## src/rtl/pipe_pkg.sv

```systemverilog
// Shared definitions for the HI/LO multiply/divide sequencer: op codes, FSM states
// and a sign-magnitude helper.
package pipe_pkg;

  localparam logic [2:0] MD_MULT  = 3'd0;
  localparam logic [2:0] MD_MULTU = 3'd1;
  localparam logic [2:0] MD_DIV   = 3'd2;
  localparam logic [2:0] MD_DIVU  = 3'd3;
  localparam logic [2:0] MD_MTHI  = 3'd4;
  localparam logic [2:0] MD_MTLO  = 3'd5;

  // Radix-2 iteration count equals the operand width.
  localparam int DIV_STEPS = 32;

  typedef enum logic [1:0] {
    IDLE = 2'd0,
    MUL  = 2'd1,
    DIV  = 2'd2,
    FIX  = 2'd3
  } md_state_t;

  function automatic logic [31:0] mag32(input logic [31:0] v, input logic is_signed);
    return (is_signed && v[31]) ? -v : v;
  endfunction

endpackage

```

## src/rtl/pipe_div_step.sv

```systemverilog
// One restoring-division iteration: shift the next dividend bit into the remainder,
// subtract the divisor, keep the difference only if it did not go negative.
module pipe_div_step (
  input  logic [32:0] rem_i,
  input  logic [31:0] quo_i,
  input  logic [31:0] dvsr_i,
  output logic [32:0] rem_o,
  output logic [31:0] quo_o
);

  logic [33:0] shifted;
  logic [33:0] diff;

  always_comb begin
    shifted = {rem_i, quo_i[31]};
    diff    = shifted - {2'b00, dvsr_i};
    if (!diff[33]) begin
      rem_o = diff[32:0];
      quo_o = {quo_i[30:0], 1'b1};
    end else begin
      rem_o = shifted[32:0];
      quo_o = {quo_i[30:0], 1'b0};
    end
  end

endmodule

```

## src/rtl/pipe_muldiv_ctrl.sv

```systemverilog
// MULT/MULTU/DIV/DIVU sequencer owning architectural HI/LO, with MTHI/MTLO writes
// and an MFHI/MFLO stall while an operation is in flight.
module pipe_muldiv_ctrl
  import pipe_pkg::*;
#(
  parameter int MUL_LATENCY = 2
) (
  input  logic        clk,
  input  logic        reset_n,
  // Handshake: a request transfers on a rising edge where op_valid && op_ready;
  // op_ready depends only on state, and op_a/op_b are sampled at that edge only.
  input  logic        op_valid,
  input  logic [2:0]  op_code,
  input  logic [31:0] op_a,
  input  logic [31:0] op_b,
  output logic        op_ready,
  output logic        busy,
  input  logic        mf_req,
  output logic        mf_stall,
  output logic [31:0] hi,
  output logic [31:0] lo,
  output logic        done,
  output logic [1:0]  dbg_state
);

  md_state_t   state_q, state_d;
  logic [4:0]  cnt_q, cnt_d;
  logic [32:0] rem_q, rem_d;
  logic [31:0] quo_q, quo_d;
  logic [31:0] dvsr_q, dvsr_d;
  logic        qneg_q, qneg_d;
  logic        rneg_q, rneg_d;
  logic [31:0] mul_a_q, mul_a_d;
  logic [31:0] mul_b_q, mul_b_d;
  logic        mul_sgn_q, mul_sgn_d;
  logic [31:0] hi_q, hi_d;
  logic [31:0] lo_q, lo_d;
  logic        done_q, done_d;

  logic [32:0] step_rem;
  logic [31:0] step_quo;
  logic [63:0] ext_a, ext_b, product;
  logic        div_sgn;

  pipe_div_step u_div_step (
    .rem_i  (rem_q),
    .quo_i  (quo_q),
    .dvsr_i (dvsr_q),
    .rem_o  (step_rem),
    .quo_o  (step_quo)
  );

  // Extending to 64 bits before multiplying gives the exact low 64 bits for both signednesses.
  assign ext_a   = mul_sgn_q ? {{32{mul_a_q[31]}}, mul_a_q} : {32'b0, mul_a_q};
  assign ext_b   = mul_sgn_q ? {{32{mul_b_q[31]}}, mul_b_q} : {32'b0, mul_b_q};
  assign product = ext_a * ext_b;
  assign div_sgn = (op_code == MD_DIV);

  always_comb begin
    state_d   = state_q;
    cnt_d     = cnt_q;
    rem_d     = rem_q;
    quo_d     = quo_q;
    dvsr_d    = dvsr_q;
    qneg_d    = qneg_q;
    rneg_d    = rneg_q;
    mul_a_d   = mul_a_q;
    mul_b_d   = mul_b_q;
    mul_sgn_d = mul_sgn_q;
    hi_d      = hi_q;
    lo_d      = lo_q;
    done_d    = 1'b0;
    unique case (state_q)
      IDLE: begin
        if (op_valid) begin
          case (op_code)
            MD_MULT, MD_MULTU: begin
              mul_a_d   = op_a;
              mul_b_d   = op_b;
              mul_sgn_d = (op_code == MD_MULT);
              cnt_d     = 5'(MUL_LATENCY - 1);
              state_d   = MUL;
            end
            MD_DIV, MD_DIVU: begin
              rem_d   = '0;
              quo_d   = mag32(op_a, div_sgn);
              dvsr_d  = mag32(op_b, div_sgn);
              // A zero divisor keeps an all-ones quotient so LO reads 0xFFFFFFFF either way.
              qneg_d  = div_sgn && (op_a[31] ^ op_b[31]) && (op_b != 32'd0);
              rneg_d  = div_sgn && op_a[31];
              cnt_d   = 5'(DIV_STEPS - 1);
              state_d = DIV;
            end
            MD_MTHI: hi_d = op_a;
            MD_MTLO: lo_d = op_a;
            default: ;
          endcase
        end
      end
      MUL: begin
        if (cnt_q == 5'd0) begin
          {hi_d, lo_d} = product;
          done_d       = 1'b1;
          state_d      = IDLE;
        end else begin
          cnt_d = cnt_q - 5'd1;
        end
      end
      DIV: begin
        rem_d = step_rem;
        quo_d = step_quo;
        if (cnt_q == 5'd0) state_d = FIX;
        else               cnt_d   = cnt_q - 5'd1;
      end
      FIX: begin
        lo_d    = qneg_q ? -quo_q : quo_q;
        hi_d    = rneg_q ? -rem_q[31:0] : rem_q[31:0];
        done_d  = 1'b1;
        state_d = IDLE;
      end
      default: state_d = IDLE;
    endcase
  end

  always_ff @(posedge clk or negedge reset_n) begin
    if (!reset_n) begin
      state_q   <= IDLE;
      cnt_q     <= '0;
      rem_q     <= '0;
      quo_q     <= '0;
      dvsr_q    <= '0;
      qneg_q    <= 1'b0;
      rneg_q    <= 1'b0;
      mul_a_q   <= '0;
      mul_b_q   <= '0;
      mul_sgn_q <= 1'b0;
      hi_q      <= '0;
      lo_q      <= '0;
      done_q    <= 1'b0;
    end else begin
      state_q   <= state_d;
      cnt_q     <= cnt_d;
      rem_q     <= rem_d;
      quo_q     <= quo_d;
      dvsr_q    <= dvsr_d;
      qneg_q    <= qneg_d;
      rneg_q    <= rneg_d;
      mul_a_q   <= mul_a_d;
      mul_b_q   <= mul_b_d;
      mul_sgn_q <= mul_sgn_d;
      hi_q      <= hi_d;
      lo_q      <= lo_d;
      done_q    <= done_d;
    end
  end

  assign op_ready  = (state_q == IDLE);
  assign busy      = (state_q != IDLE);
  assign mf_stall  = mf_req & busy;
  assign hi        = hi_q;
  assign lo        = lo_q;
  assign done      = done_q;
  assign dbg_state = state_q;

endmodule

```

## config.mk

```make
export PLATFORM = sky130hd
export DESIGN_NAME = pipe_muldiv_ctrl
export DESIGN_NICKNAME = d
export VERILOG_FILES = /design/src/rtl/pipe_pkg.sv /design/src/rtl/pipe_div_step.sv /design/src/rtl/pipe_muldiv_ctrl.sv
export SDC_FILE = /design/constraint.sdc
export NUM_CORES = 2
export LEC_CHECK = 0
export BUFFER_PORTS_ARGS = -buffer_cell sky130_fd_sc_hd__buf_4
export CORE_MARGIN = 2
export CORE_UTILIZATION = 60
export CTS_CLUSTER_DIAMETER = 30
export DETAILED_ROUTE_END_ITERATION = 6
export PLACE_DENSITY = 0.77
export SYNTH_ARGS = -nofsm -noshare
export SYNTH_HDL_FRONTEND = slang
export SYNTH_HIERARCHICAL = 1
export SYNTH_SLANG_ARGS = --single-unit
```

## constraint.sdc

```tcl
create_clock -name clk -period 8.39 [get_ports clk]
set_input_delay 0.4195 -clock clk [delete_from_list [all_inputs] [get_ports clk]]
set_output_delay 0.4195 -clock clk [all_outputs]
set_load 0.03 [all_outputs]
```

## Yosys cells after proc, flatten, opt, wreduce, memory -nomap -nowiden

Index checks and enable logic that the tools add are counted.

| storage, ports and cells | value |
|---|---|
| register bits | 236 |
| bits in latches | 0 |
| bits in writable memories | 0 |
| memory bits (read-only) | 0 |
| output and inout port bits | 70 |
| memories | 0 |

| cells by class | value |
|---|---|
| $add $sub $neg | 6 |
| $mul | 1 |
| div/mod/pow operators | 0 |
| order comparisons | 0 |
| eq/ne operators | 16 |
| shifts and indexed selects | 0 |
| mux-type cells | 33 |
| bitwise operators | 2 |
| reductions and logical operators | 22 |

Operators with widths:

| kind | count |
|---|---|
| 32-bit 2-to-1 mux | 12 |
| 32-bit one-hot mux with 3 select lines | 2 |
| 64-bit 2-to-1 mux | 2 |
| 32-bit negator | 4 |
| 33-bit 2-to-1 mux | 3 |
| 33-bit one-hot mux with 2 select lines | 1 |
| 64-bit by 64-bit multiplier with 64-bit output | 1 |
| 32-bit one-hot mux with 2 select lines | 1 |
| 34-bit by 32-bit subtractor with 34-bit output | 1 |
| 32-bit nonzero test | 1 |
| 5-bit one-hot mux with 2 select lines | 2 |
| 4-bit AND reduction | 4 |
| 5-bit 2-to-1 mux | 2 |
| 3-bit AND reduction | 3 |
| 2-bit inequality test (second input constant) | 4 |
| 2-bit one-hot mux with 4 select lines | 1 |
| 3-bit by 2-bit equality test with 1-bit output (second input constant) | 2 |
| 3-bit equality test (second input constant) | 2 |
| 2-bit 2-to-1 mux | 3 |
| 2-bit by 1-bit inequality test with 1-bit output (second input constant) | 3 |
| 2-bit nonzero test | 3 |
| 2-bit OR reduction | 3 |
| 5-bit logical NOT | 1 |
| 5-bit by 1-bit subtractor with 5-bit output (second input constant) | 1 |
| other kinds (13) | 18 |

## Depth between registers and ports, before layout

| logic depth | value |
|---|---|
| word-level depth | 6 |
| gate-level depth with buffers | 36 |
| mapped depth without buffers | 33 |

## By module

Netlist, hierarchy kept.

Modules (own cells, without submodules):

| module | times used | cells each | area each (um^2) |
|---|---|---|---|
| pipe_muldiv_ctrl | 1 | 6,469 | 60,424.2 |
| pipe_div_step | 1 | 337 | 2,446.1 |

## Least setup slack after synthesis

OpenSTA, ideal clock, no wires.

| timing | value |
|---|---|
| path type | register -> register |
| from | register mul_sgn_q |
| to | register hi_q[31], in the netlist hi[31] |
| library setup time | 0.125 ns |
| arrival | 9.168 ns |
| path slack | -0.902 ns |
| cell stages (with the launch flop) | 31 |
| period minus slack after synthesis | 9.292 ns |
| path through | dfrtp_1 -> and2_1 -> clkbuf_1 -> clkbuf_1 -> nand2_1 -> fa_1 -> inv_1 -> fa_1 -> fa_1 -> inv_1 -> fa_1 -> inv_1 -> fa_1 -> fa_1 -> fa_1 -> fa_1 -> fa_1 -> inv_1 -> fa_1 -> inv_1 -> ha_1 -> clkbuf_1 -> a21oi_1 -> o21a_1 -> o221ai_1 -> a221o_1 -> a221oi_1 -> o21ai_1 -> a221oi_1 -> o32a_2 -> nand3_1 |

| on the way | value |
|---|---|
| longest elaborated chain between the ends | 4 |
| elaborated cells between the ends (all ways) | 5 |

RTL lines:

| item | line | RTL |
|---|---|---|
| from (decl) | pipe_muldiv_ctrl.sv:35 | `logic mul_sgn_q, mul_sgn_d;` |
| from (signal assigned) | pipe_muldiv_ctrl.sv:150 | `mul_sgn_q <= mul_sgn_d;` |
| 64-bit 2-to-1 mux (on tied branches) | pipe_muldiv_ctrl.sv:54, pipe_muldiv_ctrl.sv:55 |  |
| 64-bit by 64-bit multiplier with 64-bit output (*) | pipe_muldiv_ctrl.sv:56 | `assign product = ext_a * ext_b;` |
| 32-bit 2-to-1 mux (*) | pipe_muldiv_ctrl.sv:101 | `if (cnt_q == 5'd0) begin` |
| 32-bit one-hot mux with 3 select lines (*) | pipe_muldiv_ctrl.sv:73 | `unique case (state_q)` |
| to (signal assigned) | pipe_muldiv_ctrl.sv:151 | `hi_q <= hi_d;` |
| to (decl) | pipe_muldiv_ctrl.sv:36 | `logic [31:0] hi_q, hi_d;` |

Mark *: on every way between the ends. The rest lies on a longest branch, timed or not. The select of a mux whose other input is x is not followed.
A chain may end at the register's enable or synchronous reset.

## Worst setup path after layout

| timing | value |
|---|---|
| from | register mul_b_q[3] |
| to | register hi_q[17], in the netlist hi[17] |

| on the way | value |
|---|---|
| longest elaborated chain between the ends | 4 |

RTL lines:

| item | line | RTL |
|---|---|---|
| from (decl) | pipe_muldiv_ctrl.sv:34 | `logic [31:0] mul_b_q, mul_b_d;` |
| from (signal assigned) | pipe_muldiv_ctrl.sv:149 | `mul_b_q <= mul_b_d;` |
| 64-bit 2-to-1 mux | pipe_muldiv_ctrl.sv:55 | `assign ext_b = mul_sgn_q ? {{32{mul_b_q[31]}}, mul_b_q} : {32'b0, mul_b_q};` |
| 64-bit by 64-bit multiplier with 64-bit output | pipe_muldiv_ctrl.sv:56 |  |
| 32-bit 2-to-1 mux | pipe_muldiv_ctrl.sv:101 |  |
| 32-bit one-hot mux with 3 select lines | pipe_muldiv_ctrl.sv:73 |  |

No other way between the ends. The select of a mux whose other input is x is not followed.

==> qor.yml <==
synth_common_cells: "1585 x inv_1, 1420 x fa_1, 796 x nand2_1, 574 x and2_1, 350 x ha_1"
yosysWarnings: 6
violations: "negative setup slack"
insertion_delay_ps: 570
fin_crit_ps: 8760
cts_sinks: 236
grt_pass1_vias: 53918
vias_per_cell: 5.71
worstSetupEndpointType: "flip-flop"
post-place-ws_ps: -610
finalHoldViolations: 0
hold_end: "qneg_q$_DFFE_PN0P_"
ys_seq_area_share_pct: 9.39
h-tree-depth: 2
track_usage_pct: 37.1
synth_most_common_cell: "inv_1"
synth_area_per_cell_um2: 9.24
clock_skew_ps: 18.9
grt_max_degree: 113
syn-instance-count: 6806
synth_top_area_share_pct: 45.2
vias: 50068
wl_per_cell_um: 22.5
rows: 118
drtAntennaViolNets: 0
synth_area_um2: 62900
die-width_um: 328
path_depth: 31
hold_depth: 2
dieArea_um2: 107000
layout.nets: 9187
fmax_mhz: 114
hold_path.class: "input port to flip-flop"
crit_path_max_fanout: 7
r2r_cells: 31
fin_ws_ps: -369
synthFlopType: "dfrtp_1"
synth_fp_nets: 8647
finalWirelength_um: 197000
slowest_delay_ps: 590
ys_ff_latch: 236
maxSlewViolCount: 0
r2r_start: "mul_b_q[3]$_DFFE_PN0P_"
start_util_pct: 60.6
setup_violations: 26
tightest_slew_ps: 1100
cp.arrival_ps: 9200
cts_root_buf: "clkbuf_16"
core_area_um2: 104000
cts_tree: "done"
required_ps: 8830
post_route_cells_drive_above_1_share_pct: 19.1
antenna_found_initial: 5
cts_made_buffers: 53
ys_types: 85
fillers: 7406
grt-ovfl-total: 0
drv_cap: 0
grt_pass1_wl_um: 305000
reg2reg_to: "hi[17]$_DFFE_PN0P_"
multi_input_area_um2: 51000
drtIter0Drc: 4120
dp_hpwl_um: 160000
worst_setup_path_start_kind: "flip-flop"
synth-async-reset-ratio_pct: 100
outcome: "complete, but fails checks"
drc: 0
r2r_setup_slack_ps: -370
critPathMostFrequentCell: "fa_1"
critPathBufInv: 10
path_delay_family: "adder cells"
synth_edf_count: 0
die_h_um: 328
place.gp.congestion: 0.968
syn2layout_area_growth_pct: 18.5
drtPass1Iterations: 6
portBuffers: 140
rsz0062_at_grt: "true"
yosysTopAreaCell: "fa_1"
io_pins: 141
seqCellArea_um2: 5920
path_class: "flip-flop to flip-flop"
synthTopCellsByArea: "fa_1 45%, inv_1 9.5%, dfrtp_1 9.4%"
slew_headroom_pct: 26.6
cts.clk_slew.worst_paths_ps: 50
min_from: "op_code[0]"
slowest_stage: "fa_1"
cts_max_path_buffers: 3
fin_crit_sh_pct: 104
[area by class of cell]
cell class                 instances  area share [%]
multi-input combinational       4601            68.5
clock inverter                    38           0.657
antenna                            3          0.0101
tap                             1380            2.32
inverter                        1585            7.99
sequential                       236            7.95
timing repair buffer             869            10.6
clock buffer                      61            1.93
[cell families after synthesis]
logic type                 Yosys count  synth area share, %
DFF                                236                 9.39
and+or+nand+nor                   1748                 13.6
adders and majority gates         1772                 52.2
AOI/OAI and AO/OA                  722                 7.40
muxes                               97                 1.72
buffers and inverters             1969                 12.0
xor gates and xnor gates           262                 3.65
[sequential cells by signal (all words and copies together) (netlist names)]
| register | flops |
|---|---|
| rem_q | 33 |
| dvsr_q | 32 |
| hi | 32 |
| lo | 32 |
| mul_a_q | 32 |
| mul_b_q | 32 |
| quo_q | 32 |
| cnt_q | 5 |
| dbg_state | 2 |
| done | 1 |
| mul_sgn_q | 1 |
| qneg_q | 1 |
| rneg_q | 1 |
[worst max-delay path by stage]
stage          slack (ps)               startpoint                 end
2_1_floorplan        -230    mul_sgn_q$_DFFE_PN0P_  hi[31]$_DFFE_PN0P_
3_3_place_gp         -480   mul_b_q[4]$_DFFE_PN0P_  hi[17]$_DFFE_PN0P_
3_5_place_dp         -610    mul_sgn_q$_DFFE_PN0P_  hi[22]$_DFFE_PN0P_
4_1_cts              -300    mul_sgn_q$_DFFE_PN0P_  hi[31]$_DFFE_PN0P_
5_1_grt              -540  mul_a_q[31]$_DFFE_PN0P_  hi[31]$_DFFE_PN0P_
6_report             -370   mul_b_q[3]$_DFFE_PN0P_  hi[17]$_DFFE_PN0P_
[per-stage QoR]
stage / setup TNS, ps / utilization, % / instance area [um^2] / hold WS [ps] / std cells
detailed placement: -11770 / 67.3 / 69900 / 472 / 8583
floorplan: -449 / - / 63000 / 124 / 6806
global placement: -8480 / 67.3 / 69900 / 464 / 8583
finish: -5520 / 71.8 / 74500 / 152 / 8773
CTS: -2390 / 70.5 / 73200 / 137 / 8734
global route: -10510 / 71.8 / 74500 / 148 / 8770
[placed cells by master (no fill, tap or decap), types with 24 or more instances in the layout]
cell type     n
inv_1      1526
fa_1       1356
nand2_1     776
buf_4       716
and2_1      562
ha_1        312
dfrtp_1     225
xnor2_1     186
o21ai_0     173
a21oi_1     154
nor2_1      136
a21o_1       84
buf_12       80
mux2_2       68
fa_2         64
clkbuf_16    61
xor2_1       60
inv_2        57
buf_6        57
nand3_1      45
o31ai_1      33
ha_4         32
and3_1       28
a221oi_1     28
a21oi_2      27
nor3_1       24
[layer usage]
metal | wire (um) | GRT usage, % | up-vias
met2 | 94700 | 61.6 | 2433
met3 | 15900 | 5.55 | 742
li1 | - | - | 21405
met4 | 15100 | 21.6 | 2
met1 | 71300 | 46.6 | 25486
met5 | 20 | 0 | -
[repair_timing]
action                                  in CTS  in global routing
endpoints found under the hold margin       21                  0
setup buffers                               54                 34
resized for setup                          234                229
hold buffers                                 1                  0
gates cloned                                 0                  6
endpoints found under the setup margin      33                 37
pin swaps                                  159                165
Power is left out: the tool's default activity adds up to more than one toggle a clock period on the data nets, which glitch-free logic cannot reach.
